[src/rtl/led_switch_round_scorer_pkg.sv]
// led_switch_pkg: shared types and helpers for the LED/switch round scorer.
//   - round_state_e : FSM state encoding (IDLE / ARMED / RESULT)
//   - sat_inc       : saturating increment on a 32-bit carrier
//   - DEF_*         : default parameter values for the scorer
// Optional feature macro used elsewhere in this slice: LED_SWITCH_MISS_PENALTY_EN.
package led_switch_pkg;

    localparam int DEF_N_CH          = 18;
    localparam int DEF_SCORE_W       = 8;
    localparam int DEF_STREAK_W      = 4;
    localparam int DEF_STABLE_CYCLES = 4;
    localparam int DEF_TIMEOUT       = 50_000_000;

    typedef enum logic [1:0] {
        ST_IDLE   = 2'd0,
        ST_ARMED  = 2'd1,
        ST_RESULT = 2'd2
    } round_state_e;

    // Returns v+1, but never exceeds max_v. Callers truncate back to their width.
    function automatic logic [31:0] sat_inc(input logic [31:0] v, input logic [31:0] max_v);
        return (v >= max_v) ? max_v : v + 32'd1;
    endfunction

endpackage

[src/rtl/led_switch_round_scorer_if.sv]
// led_switch_round_scorer_if: bundle between pattern generator / switch bank
// (master) and the round scorer (slave).
//   leds, leds_valid : target pattern and start-of-round strobe (master -> slave)
//   switches         : synchronised switch bank (master -> slave)
//   busy, hit, miss  : round status and result strobes (slave -> master)
//   score, streak    : running totals (slave -> master)
// Handshake: leds_valid is a one-cycle strobe with no ready; it is accepted only
// while busy is low and leds is non-zero, otherwise it is silently dropped.
interface led_switch_round_scorer_if #(
    parameter int N_CH     = 18,
    parameter int SCORE_W  = 8,
    parameter int STREAK_W = 4
) ();
    logic [N_CH-1:0]     leds;
    logic                leds_valid;
    logic [N_CH-1:0]     switches;
    logic                busy;
    logic                hit;
    logic                miss;
    logic [SCORE_W-1:0]  score;
    logic [STREAK_W-1:0] streak;

    modport master (
        output leds, leds_valid, switches,
        input  busy, hit, miss, score, streak
    );

    modport slave (
        input  leds, leds_valid, switches,
        output busy, hit, miss, score, streak
    );
endinterface

[src/rtl/led_switch_round_scorer_match.sv]
// switch_match_filter: holds the captured target pattern and counts consecutive
// cycles in which the switch bank equals it exactly.
//   clk, reset   : clock, synchronous active-high reset
//   load, leds   : capture leds as the new target and clear the stable count
//   armed        : count only while the round is running
//   switches     : synchronised switch bank
//   match_stable : combinational pulse, high in the cycle whose matching sample
//                  completes STABLE_CYCLES consecutive matches
module switch_match_filter
    import led_switch_pkg::*;
#(
    parameter int N_CH          = DEF_N_CH,
    parameter int STABLE_CYCLES = DEF_STABLE_CYCLES
) (
    input  logic            clk,
    input  logic            reset,
    input  logic            load,
    input  logic [N_CH-1:0] leds,
    input  logic            armed,
    input  logic [N_CH-1:0] switches,
    output logic            match_stable
);
    localparam int SW = $clog2(STABLE_CYCLES + 1);

    logic [N_CH-1:0] target_q, target_d;
    logic [SW-1:0]   stable_q, stable_d;
    logic            is_match;

    // Exact compare: an extra switch outside the target also breaks the match.
    assign is_match     = (switches == target_q);
    assign match_stable = armed && is_match && (stable_q == SW'(STABLE_CYCLES - 1));

    always_comb begin
        target_d = target_q;
        stable_d = stable_q;
        if (load) begin
            target_d = leds;
            stable_d = '0;
        end else if (armed) begin
            if (!is_match)
                stable_d = '0;
            else if (stable_q != SW'(STABLE_CYCLES))
                stable_d = stable_q + SW'(1);
        end
    end

    always_ff @(posedge clk) begin
        if (reset) begin
            target_q <= '0;
            stable_q <= '0;
        end else begin
            target_q <= target_d;
            stable_q <= stable_d;
        end
    end
endmodule

[src/rtl/led_switch_round_scorer.sv]
// led_switch_round_scorer: round FSM, timeout counter and score/streak registers
// for the LED/switch reaction game.
//   clk, reset : clock, synchronous active-high reset
//   bus        : slave side of led_switch_round_scorer_if (leds/leds_valid/switches
//                in; busy/hit/miss/score/streak out, all registered)
//   dbg_state  : current FSM state
// Macro LED_SWITCH_MISS_PENALTY_EN: when defined a miss also decrements score
// (saturating at 0); when undefined a miss leaves score unchanged.
module led_switch_round_scorer
    import led_switch_pkg::*;
#(
    parameter int N_CH          = DEF_N_CH,
    parameter int SCORE_W       = DEF_SCORE_W,
    parameter int STREAK_W      = DEF_STREAK_W,
    parameter int STABLE_CYCLES = DEF_STABLE_CYCLES,
    parameter int TIMEOUT       = DEF_TIMEOUT
) (
    input  logic                      clk,
    input  logic                      reset,
    led_switch_round_scorer_if.slave  bus,
    output round_state_e              dbg_state
);
    localparam int EW = $clog2(TIMEOUT + 1);
    localparam logic [31:0] SCORE_MAX  = 32'((64'd1 << SCORE_W) - 64'd1);
    localparam logic [31:0] STREAK_MAX = 32'((64'd1 << STREAK_W) - 64'd1);

    round_state_e        state_q, state_d;
    logic [EW-1:0]       elapsed_q, elapsed_d;
    logic [SCORE_W-1:0]  score_q, score_d;
    logic [STREAK_W-1:0] streak_q, streak_d;
    logic                hit_q, hit_d;
    logic                miss_q, miss_d;
    logic                busy_q, busy_d;

    logic start;
    logic armed;
    logic match_stable;
    logic timeout_now;

    assign start = (state_q == ST_IDLE) && bus.leds_valid && (bus.leds != '0);
    assign armed = (state_q == ST_ARMED);
    // The ARMED cycle being evaluated is the TIMEOUT-th one.
    assign timeout_now = armed && (elapsed_q == EW'(TIMEOUT - 1));

    switch_match_filter #(
        .N_CH          (N_CH),
        .STABLE_CYCLES (STABLE_CYCLES)
    ) u_match (
        .clk          (clk),
        .reset        (reset),
        .load         (start),
        .leds         (bus.leds),
        .armed        (armed),
        .switches     (bus.switches),
        .match_stable (match_stable)
    );

    always_comb begin
        state_d   = state_q;
        elapsed_d = elapsed_q;
        score_d   = score_q;
        streak_d  = streak_q;
        hit_d     = 1'b0;
        miss_d    = 1'b0;
        case (state_q)
            ST_IDLE: begin
                if (start) begin
                    state_d   = ST_ARMED;
                    elapsed_d = '0;
                end
            end
            ST_ARMED: begin
                elapsed_d = elapsed_q + EW'(1);
                // Hit is checked first so it wins over a simultaneous timeout.
                if (match_stable) begin
                    state_d  = ST_RESULT;
                    hit_d    = 1'b1;
                    score_d  = SCORE_W'(sat_inc(32'(score_q), SCORE_MAX));
                    streak_d = STREAK_W'(sat_inc(32'(streak_q), STREAK_MAX));
                end else if (timeout_now) begin
                    state_d  = ST_RESULT;
                    miss_d   = 1'b1;
                    streak_d = '0;
`ifdef LED_SWITCH_MISS_PENALTY_EN
                    score_d  = (score_q == '0) ? '0 : score_q - SCORE_W'(1);
`else
                    score_d  = score_q;
`endif
                end
            end
            ST_RESULT: begin
                state_d = ST_IDLE;
            end
            default: begin
                state_d = ST_IDLE;
            end
        endcase
        busy_d = (state_d != ST_IDLE);
    end

    always_ff @(posedge clk) begin
        if (reset) begin
            state_q   <= ST_IDLE;
            elapsed_q <= '0;
            score_q   <= '0;
            streak_q  <= '0;
            hit_q     <= 1'b0;
            miss_q    <= 1'b0;
            busy_q    <= 1'b0;
        end else begin
            state_q   <= state_d;
            elapsed_q <= elapsed_d;
            score_q   <= score_d;
            streak_q  <= streak_d;
            hit_q     <= hit_d;
            miss_q    <= miss_d;
            busy_q    <= busy_d;
        end
    end

    assign bus.busy   = busy_q;
    assign bus.hit    = hit_q;
    assign bus.miss   = miss_q;
    assign bus.score  = score_q;
    assign bus.streak = streak_q;
    assign dbg_state  = state_q;
endmodule

[src/flat_wrapper.sv]
// flat-port wrapper written by rule: the top's interface ports become plain ports
module led_switch_round_scorer_flat import led_switch_pkg::*;
#(
    parameter int N_CH          = DEF_N_CH,
    parameter int SCORE_W       = DEF_SCORE_W,
    parameter int STREAK_W      = DEF_STREAK_W,
    parameter int STABLE_CYCLES = DEF_STABLE_CYCLES,
    parameter int TIMEOUT       = DEF_TIMEOUT
)
  (clk, reset, dbg_state, bus_leds, bus_leds_valid, bus_switches, bus_busy, bus_hit, bus_miss, bus_score, bus_streak);
  led_switch_round_scorer_if #(.N_CH(N_CH), .SCORE_W(SCORE_W), .STREAK_W(STREAK_W)) bus_i ();
  input  logic clk;
  input  logic reset;
  output round_state_e dbg_state;
  input wire logic [$bits(bus_i.leds)-1:0] bus_leds;
  input wire logic [$bits(bus_i.leds_valid)-1:0] bus_leds_valid;
  input wire logic [$bits(bus_i.switches)-1:0] bus_switches;
  output wire logic [$bits(bus_i.busy)-1:0] bus_busy;
  output wire logic [$bits(bus_i.hit)-1:0] bus_hit;
  output wire logic [$bits(bus_i.miss)-1:0] bus_miss;
  output wire logic [$bits(bus_i.score)-1:0] bus_score;
  output wire logic [$bits(bus_i.streak)-1:0] bus_streak;
  assign bus_i.leds = bus_leds;
  assign bus_i.leds_valid = bus_leds_valid;
  assign bus_i.switches = bus_switches;
  assign bus_busy = bus_i.busy;
  assign bus_hit = bus_i.hit;
  assign bus_miss = bus_i.miss;
  assign bus_score = bus_i.score;
  assign bus_streak = bus_i.streak;
  led_switch_round_scorer #(.N_CH(N_CH), .SCORE_W(SCORE_W), .STREAK_W(STREAK_W), .STABLE_CYCLES(STABLE_CYCLES), .TIMEOUT(TIMEOUT)) u_core (.clk(clk), .reset(reset), .bus(bus_i), .dbg_state(dbg_state));
endmodule
[config.mk]
export PLATFORM = sky130hd
export DESIGN_NAME = led_switch_round_scorer_flat
export DESIGN_NICKNAME = d
export VERILOG_FILES = /design/src/rtl/led_switch_round_scorer_pkg.sv /design/src/rtl/led_switch_round_scorer_if.sv /design/src/rtl/led_switch_round_scorer_match.sv /design/src/rtl/led_switch_round_scorer.sv /design/src/flat_wrapper.sv
export SDC_FILE = /design/constraint.sdc
export NUM_CORES = 1
export LEC_CHECK = 0
export ABC_CLOCK_PERIOD_IN_PS = 5650
export CAP_MARGIN = 5
export CELL_PAD_IN_SITES_DETAIL_PLACEMENT = 1
export CELL_PAD_IN_SITES_GLOBAL_PLACEMENT = 1
export CORE_UTILIZATION = 40
export DETAILED_ROUTE_END_ITERATION = 8
export GPL_TIMING_DRIVEN = 0
export HOLD_SLACK_MARGIN = 0.12
export PLACE_DENSITY_LB_ADDON = 0.1
export SLEW_MARGIN = 15
export SYNTH_ARGS = -nofsm -noshare
export SYNTH_HDL_FRONTEND = slang
export SYNTH_SLANG_ARGS = --single-unit
[constraint.sdc]
create_clock -name clk -period 5.65 [get_ports clk]
set_clock_uncertainty 0.2 [all_clocks]
set_input_delay 1.695 -clock clk [delete_from_list [all_inputs] [get_ports clk]]
set_output_delay 1.695 -clock clk [all_outputs]
set_load 0.02 [all_outputs]
==> results.sh, run 1 <==
export IMPL_io_pins=56
export IMPL_crit_arrival_ns=3.88
export IMPL_critPathMaxFanout=10
export IMPL_crit_type="in -> reg"
export IMPL_endpoint_kind="flop"
export IMPL_grtUsageTotal_pct=22.2
export IMPL_detail_route_antenna_nets=0
export IMPL_yosys_warnings=0
export IMPL_synth_nets=401
export IMPL_synth_distinct_cells=47
export IMPL_whs_ns=0.278
export IMPL_postSynthAreaPerCell_um2=8.70
export IMPL_fin_cells=525
export IMPL_switchingPower_mw=0.236
export IMPL_cts_tree="done"
export IMPL_die_area_um2=8090
export IMPL_cts_made_buffers=9
export IMPL_ys_seq_area_share_pct=41.4
export IMPL_grt_pass1_vias=2939
export IMPL_die_w_um=90.0
export IMPL_cts_num_sinks=64
export IMPL_max_cap_violations=0
export IMPL_layout_drive_gt1_share_pct=6.81
export IMPL_crit_buf_inv=2
export IMPL_period_share_pct=67.9
export IMPL_p_leak_nw=1.45
export IMPL_cts_resized=0
export IMPL_synthFlopType="dfxtp_1"
export IMPL_cts_htree_levels=3
export IMPL_r2r_setup_slack_ns=3.05
export IMPL_synth_edf_count=0
export IMPL_hold_path_class="reg -> reg"
export IMPL_globalplace_congestion=0.782
export IMPL_mostFrequentLayoutCells="64 x dfxtp_1, 54 x clkdlybuf4s50_1, 49 x nor2_1, 24 x a21oi_1, 22 x nand2_1"
export IMPL_ctsHoldBuffers=0
export IMPL_insertedDiodeCount=0
export IMPL_postSynth_asyncResetShare_pct=0
export IMPL_setup_violations=0
export IMPL_num_rows=31
export IMPL_worstPathRequired_ns=5.70
export IMPL_crit_path_cell_trace="clkdlybuf4s50_1 > xor2_1 > nor4_1 > nand3_1 > nor3_2 > buf_4 > nor2_1 > a311oi_1"
export IMPL_slew_viol_final=0
export IMPL_post_cts_buffers=0
export IMPL_p_int_mw=0.738
export IMPL_critPathTopFamily="simple AND/OR/NAND/NOR gates"
export IMPL_drt_total_wl_um=8390
export IMPL_dp_final_hpwl_um=6270
export IMPL_relSlewSlack_pct=55.7
export IMPL_rsz0062_at_grt="no"
export IMPL_hold_viol=0
export IMPL_synth_seq_cells=64
export IMPL_max_freq_mhz=261
export IMPL_multi_input_area_um2=1720
export IMPL_dr_pass1_iters=4
export IMPL_netSwitchingFraction_pct=24.2
export IMPL_drc=0
export IMPL_seq_area_um2=1280
export IMPL_grt_max_degree=11
export IMPL_nFillCells=861
export IMPL_max_vdd_ir_drop_mv=0.141
export IMPL_area_growth_pct=27.9
export IMPL_slowest_stage="nor3_2"
export IMPL_layout_commonest_cell="dfxtp_1"
export IMPL_synthCells=356
export IMPL_root_buffer="clkbuf_8"
export IMPL_clkPwrFrac_pct=41.3
export IMPL_pwr_share_comb_pct=10.5
export IMPL_synth_area_um2=3100
export IMPL_start_util_pct=42.0
export IMPL_vias=2891
export IMPL_first_iter_violations=77
export IMPL_grt_antenna_before_repair=0
export IMPL_p_seq_share_pct=48.2
export IMPL_dp_cells=509
export IMPL_vias_per_cell=5.51
export IMPL_fin_setup_tns_ns=0
export IMPL_grt_pass1_wl_um=14400
export IMPL_status="finished clean"
export IMPL_worstSetupStartpointType="primary input"
export IMPL_routedWlPerCell_um=16.0
export IMPL_final_nets=466
export IMPL_core_area_um2=7370
export IMPL_cts_clk_slew_worst_paths_ns=0.07
export IMPL_power_density_nw_per_um2=246
export IMPL_totalPowerFinal_mw=0.974
export IMPL_max_stage_delay_ns=0.42
export IMPL_min_period_ns=3.83
export IMPL_numPortBuffers=54
export IMPL_die_h_um=90.0
export IMPL_grt_ovfl_total=0
export IMPL_clock_path_buffers=2
export IMPL_clock_latency_ns=0.35
export IMPL_worstMarginPinSlew_ns=0.660
[flip-flops by register name, indices dropped and copies added (netlist names)]
register / count
u_core.bus.score: 8
u_core.bus.hit: 1
u_core.bus.busy: 1
u_core.dbg_state: 2
u_core.bus.streak: 4
u_core.u_match.stable_q: 3
u_core.u_match.target_q: 18
u_core.elapsed_q: 26
u_core.bus.miss: 1
[final cells by class]
class / instances / area share (%)
clock inverters: 3 / 1.01
inverters: 5 / 0.474
flip-flops and latches: 64 / 32.4
plain buffers: 16 / 1.90
repair buffers: 54 / 13.7
clock buffers: 13 / 4.01
well taps: 99 / 3.13
multi-input cells: 271 / 43.5
[cells by family (layout without fill, tap and decap cells)]
kind of cell | after synthesis | after routing | share of synthesized area (%)
flip-flops | 64 | 64 | 41.4
buffers and inverters | 21 | 91 | 3.03
AND/OR/NAND/NOR | 162 | 162 | 27.8
multiplexers | 20 | 20 | 6.55
adder cells (fa/ha/maj) | 6 | 6 | 2.43
XOR/XNOR | 18 | 18 | 5.09
AO/OA/AOI/OAI | 65 | 65 | 13.7
[worst reg2reg max path: cells and delay by family (launching register included)]
| family | cells | cell delay, ns |
|---|---|---|
| DFF | 1 | 0.42 |
| adders and majority gates | 1 | 0.22 |
| AOI/OAI and AO/OA | 1 | 0.14 |
| and+or+nand+nor | 4 | 1.55 |
[synth_stat cells (3+ instances only)]
master	count	area (um^2)
a211oi_1	5	37.5
a21oi_1	24	120
a311oi_1	10	87.6
a31oi_1	4	25.0
and3_1	9	56.3
and4_1	4	35.0
buf_2	3	15.0
buf_4	3	22.5
clkbuf_1	10	37.5
dfxtp_1	64	1280
ha_1	6	75.1
inv_1	5	18.8
mux2i_1	18	180
nand2_1	22	82.6
nand2b_1	4	25.0
nand3_1	21	105
nand4_1	8	50.1
nor2_1	49	184
nor3_1	9	45.0
nor4_1	7	43.8
nor4_2	3	37.5
o211ai_1	5	37.5
o21a_1	5	37.5
o21ai_0	7	35.0
or3_1	4	25.0
xor2_1	16	140
[final timing paths]
kind | start | end | cells past startpoint
setup / recovery | bus_switches[16] | u_core.bus.streak[1] | 8
hold / removal | u_core.elapsed_q[9] | u_core.elapsed_q[9] | 2
setup reg to reg | u_core.elapsed_q[0] | u_core.elapsed_q[22] | 6
hold reg to reg | u_core.elapsed_q[9] | u_core.elapsed_q[9] | 2
[per-stage QoR]
stage               cell area [um^2]  setup slack [ns]  utilization, %
finish                          3960              1.82            53.7
global route                    3960              1.67            53.7
CTS                             3960              1.82            53.7
detailed placement              3760              1.48            51.0
global placement                3760              1.51            51.0
floorplan                       3100              2.24               -
[per-layer routing]
layer / vias up / wire [um] / global-route usage [%] / part of all wire, %
li1: 1438 / - / - / -
met1: 1383 / 4050 / 28.0 / 48
met2: 59 / 3890 / 37.6 / 46
met3: 11 / 334 / 4.99 / 4.0
met4: 0 / 116 / 7.26 / 1.4
met5: - / 0 / 0 / 0
[power groups by stage]
stage | clock (mW) | combinational [mW] | sequential [mW]
floorplan | 0 | 0.0528 | 0.479
global placement | 0 | 0.101 | 0.479
detailed placement | 0 | 0.103 | 0.480
CTS | 0.413 | 0.104 | 0.469
global route | 0.436 | 0.112 | 0.470
finish | 0.402 | 0.102 | 0.469
(Power assumes the default switching activity.)
==> inputs of run 2 (changes only) <==
ABC_CLOCK_PERIOD_IN_PS = 3140   (was 5650)
CORE_UTILIZATION = 35   (was 40)
clock period = 3.14 ns   (was 5.65 ns; I/O delays follow)
==> run 2 against run 1 <==
Routed wire length is 0.42% higher. Via count grew 0.45%. Clock-buffer cell count up 1. Critical path depth stayed put. First-iteration DRC count down 2.6%. Worst hold slack hardly changed. Global-route usage is 2.4 points lower. Sequential power grew 80%.
==> results.sh, run 2 (same netlist as run 1, synthesis figures left out) <==
export IMPL_crit_buf_inv=2
export IMPL_max_freq_mhz=331
export IMPL_grt_max_degree=11
export IMPL_r2r_setup_slack_ns=0.54
export IMPL_nFillCells=1003
export IMPL_dpl_cell_area_um2=3770
export IMPL_drt_total_wl_um=8420
export IMPL_max_stage_delay_ns=0.41
export IMPL_final_util_pct=47.9
export IMPL_relSlewSlack_pct=55.3
export IMPL_mostFrequentLayoutCells="64 x dfxtp_1, 54 x clkdlybuf4s50_1, 48 x nor2_1, 24 x a21oi_1, 22 x nand2_1"
export IMPL_rr_worst_depth=6
export IMPL_pwr_share_comb_pct=10.3
export IMPL_setup_violations=0
export IMPL_worstSetupStartpointType="primary input"
export IMPL_layout_commonest_cell="dfxtp_1"
export IMPL_top_layer="met4"
export IMPL_io_pins=56
export IMPL_slew_viol_final=0
export IMPL_clock_latency_ns=0.35
export IMPL_hold_path_class="reg -> reg"
export IMPL_max_cap_violations=0
export IMPL_rsz0062_at_grt="yes"
export IMPL_grt_antenna_before_repair=0
export IMPL_clkPwrFrac_pct=43.0
export IMPL_critPathMaxFanout=8
export IMPL_worstPathRequired_ns=3.15
export IMPL_max_vdd_ir_drop_mv=0.283
export IMPL_drt_met1_wl_um=3990
export IMPL_status="finished clean"
export IMPL_start_util_pct=36.9
export IMPL_wl_met2_um=3930
export IMPL_hold_depth=2
export IMPL_slowest_stage="clkdlybuf4s50_1"
export IMPL_cts_tree="done"
export IMPL_vias=2904
export IMPL_cts_num_sinks=64
export IMPL_largest_reg_flops=26
export IMPL_grt_pass1_vias=2894
export IMPL_crit_path_cell_trace="clkdlybuf4s50_1 > xor2_1 > nor4_2 > nand3_2 > or3_1 > buf_2 > nor4_1 > nor3_1"
export IMPL_grt_pass1_wl_um=13800
export IMPL_holdPathEnd="u_core.u_match.stable_q[0]"
export IMPL_cts_clk_slew_worst_paths_ns=0.08
export IMPL_p_leak_nw=1.48
export IMPL_critPathTopFamily="simple AND/OR/NAND/NOR gates"
export IMPL_worstHoldStart="u_core.u_match.stable_q[0]"
export IMPL_p_seq_share_pct=46.7
export IMPL_drc=0
export IMPL_wl_met3_um=378
export IMPL_switchingPower_mw=0.435
export IMPL_die_area_um2=9220
export IMPL_hold_viol=0
export IMPL_final_nets=466
export IMPL_netSwitchingFraction_pct=24.0
export IMPL_routedWlPerCell_um=15.9
export IMPL_r2r_end="u_core.elapsed_q[24]"
export IMPL_endpoint_kind="flop"
export IMPL_cts_htree_levels=3
export IMPL_insertedDiodeCount=0
export IMPL_crit_arrival_ns=3.03
export IMPL_die_h_um=96.0
export IMPL_core_area_um2=8380
export IMPL_worstMarginPinSlew_ns=0.666
export IMPL_cts_made_buffers=9
export IMPL_post_route_cell_area_um2=4010
export IMPL_p_int_mw=1.37
export IMPL_power_density_nw_per_um2=451
export IMPL_min_period_ns=3.02
export IMPL_period_share_pct=96.2
export IMPL_root_buffer="clkbuf_8"
export IMPL_dp_final_hpwl_um=6250
export IMPL_globalplace_congestion=0.757
export IMPL_area_growth_pct=29.6
export IMPL_max_flop_register="u_core.elapsed_q"
export IMPL_num_rows=33
export IMPL_grtUsageTotal_pct=19.8
export IMPL_vias_per_cell=5.47
export IMPL_clock_path_buffers=2
export IMPL_die_w_um=96.0
export IMPL_timing_rr_start="u_core.elapsed_q[0]"
export IMPL_numPortBuffers=54
export IMPL_crit_type="in -> reg"
export IMPL_first_iter_violations=75
export IMPL_detail_route_antenna_nets=0
export IMPL_dr_pass1_iters=4
export IMPL_grt_ovfl_total=0
export IMPL_layout_drive_gt1_share_pct=7.98
-- run 2: final cells by class --
type                            count  area [um^2]  share of cell area (%)
Clock buffer                       14          183                    4.55
Buffer                             16         75.1                    1.87
Tap cell                          105          131                    3.28
Clock inverter                      2         35.0                   0.873
Multi-Input combinational cell    271         1750                    43.5
Sequential cell                    64         1280                    31.9
Timing Repair Buffer               54          541                    13.5
Inverter                            5         18.8                   0.468
-- run 2: worst max-delay path by stage --
stage	slack, ns	start	to	depth (start not counted)
final	0.12	bus_switches[7]	u_core.bus.score[5]	8
after global routing	-0.02	bus_switches[7]	u_core.bus.score[5]	8
after CTS	0.001	bus_switches[16]	u_core.bus.score[5]	8
after detailed placement	-0.36	bus_switches[16]	u_core.bus.streak[1]	8
after global placement	-0.28	bus_switches[16]	u_core.bus.streak[1]	8
after floorplan	0.48	bus_switches[15]	u_core.bus.score[3]	7
-- run 2: through the flow --
step | power (mW) | instances | hold slack, ns | TNS, ns | setup slack (ns)
6_report | 1.81 | 531 | 0.279 | 0 | 0.119
5_1_grt | 1.88 | 531 | 0.307 | -0.0217 | -0.0217
4_1_cts | 1.83 | 531 | 0.282 | 0 | 0.00113
3_5_place_dp | 1.05 | 515 | 0.273 | -9.51 | -0.358
3_3_place_gp | 1.05 | 515 | 0.267 | -8.06 | -0.276
2_1_floorplan | 0.957 | 356 | 0.249 | 0 | 0.483
-- run 2: metal layers --
metal	global-route usage (%)	vias up
met5	0	-
met4	8.71	0
met3	3.95	14
met2	33.0	54
met1	24.6	1408
li1	-	1428
-- run 2: worst register-to-register path: stages (launching register included) --
cell and delay (ns):
dfxtp_1 0.42, ha_1 0.23, nand3_1 0.19, nor3_1 0.57
nand4_1 0.39, or3_1 0.41, a21oi_1 0.13
-- run 2: power by group through the flow --
| stage | sequential (mW) | clock (mW) | combinational, mW |
|---|---|---|---|
| after floorplan | 0.862 | 0 | 0.0949 |
| after global placement | 0.863 | 0 | 0.184 |
| after detailed placement | 0.863 | 0 | 0.187 |
| after CTS | 0.845 | 0.793 | 0.187 |
| after global routing | 0.847 | 0.829 | 0.206 |
| final | 0.845 | 0.777 | 0.187 |
-- run 2: timing repair --
item | 4_1_cts | 5_1_grt
setup endpoints to repair | 1 | 14
pin swaps | 0 | 0
buffers inserted | 0 | 0
gates resized for setup | 2 | 3
hold buffers | 0 | 0
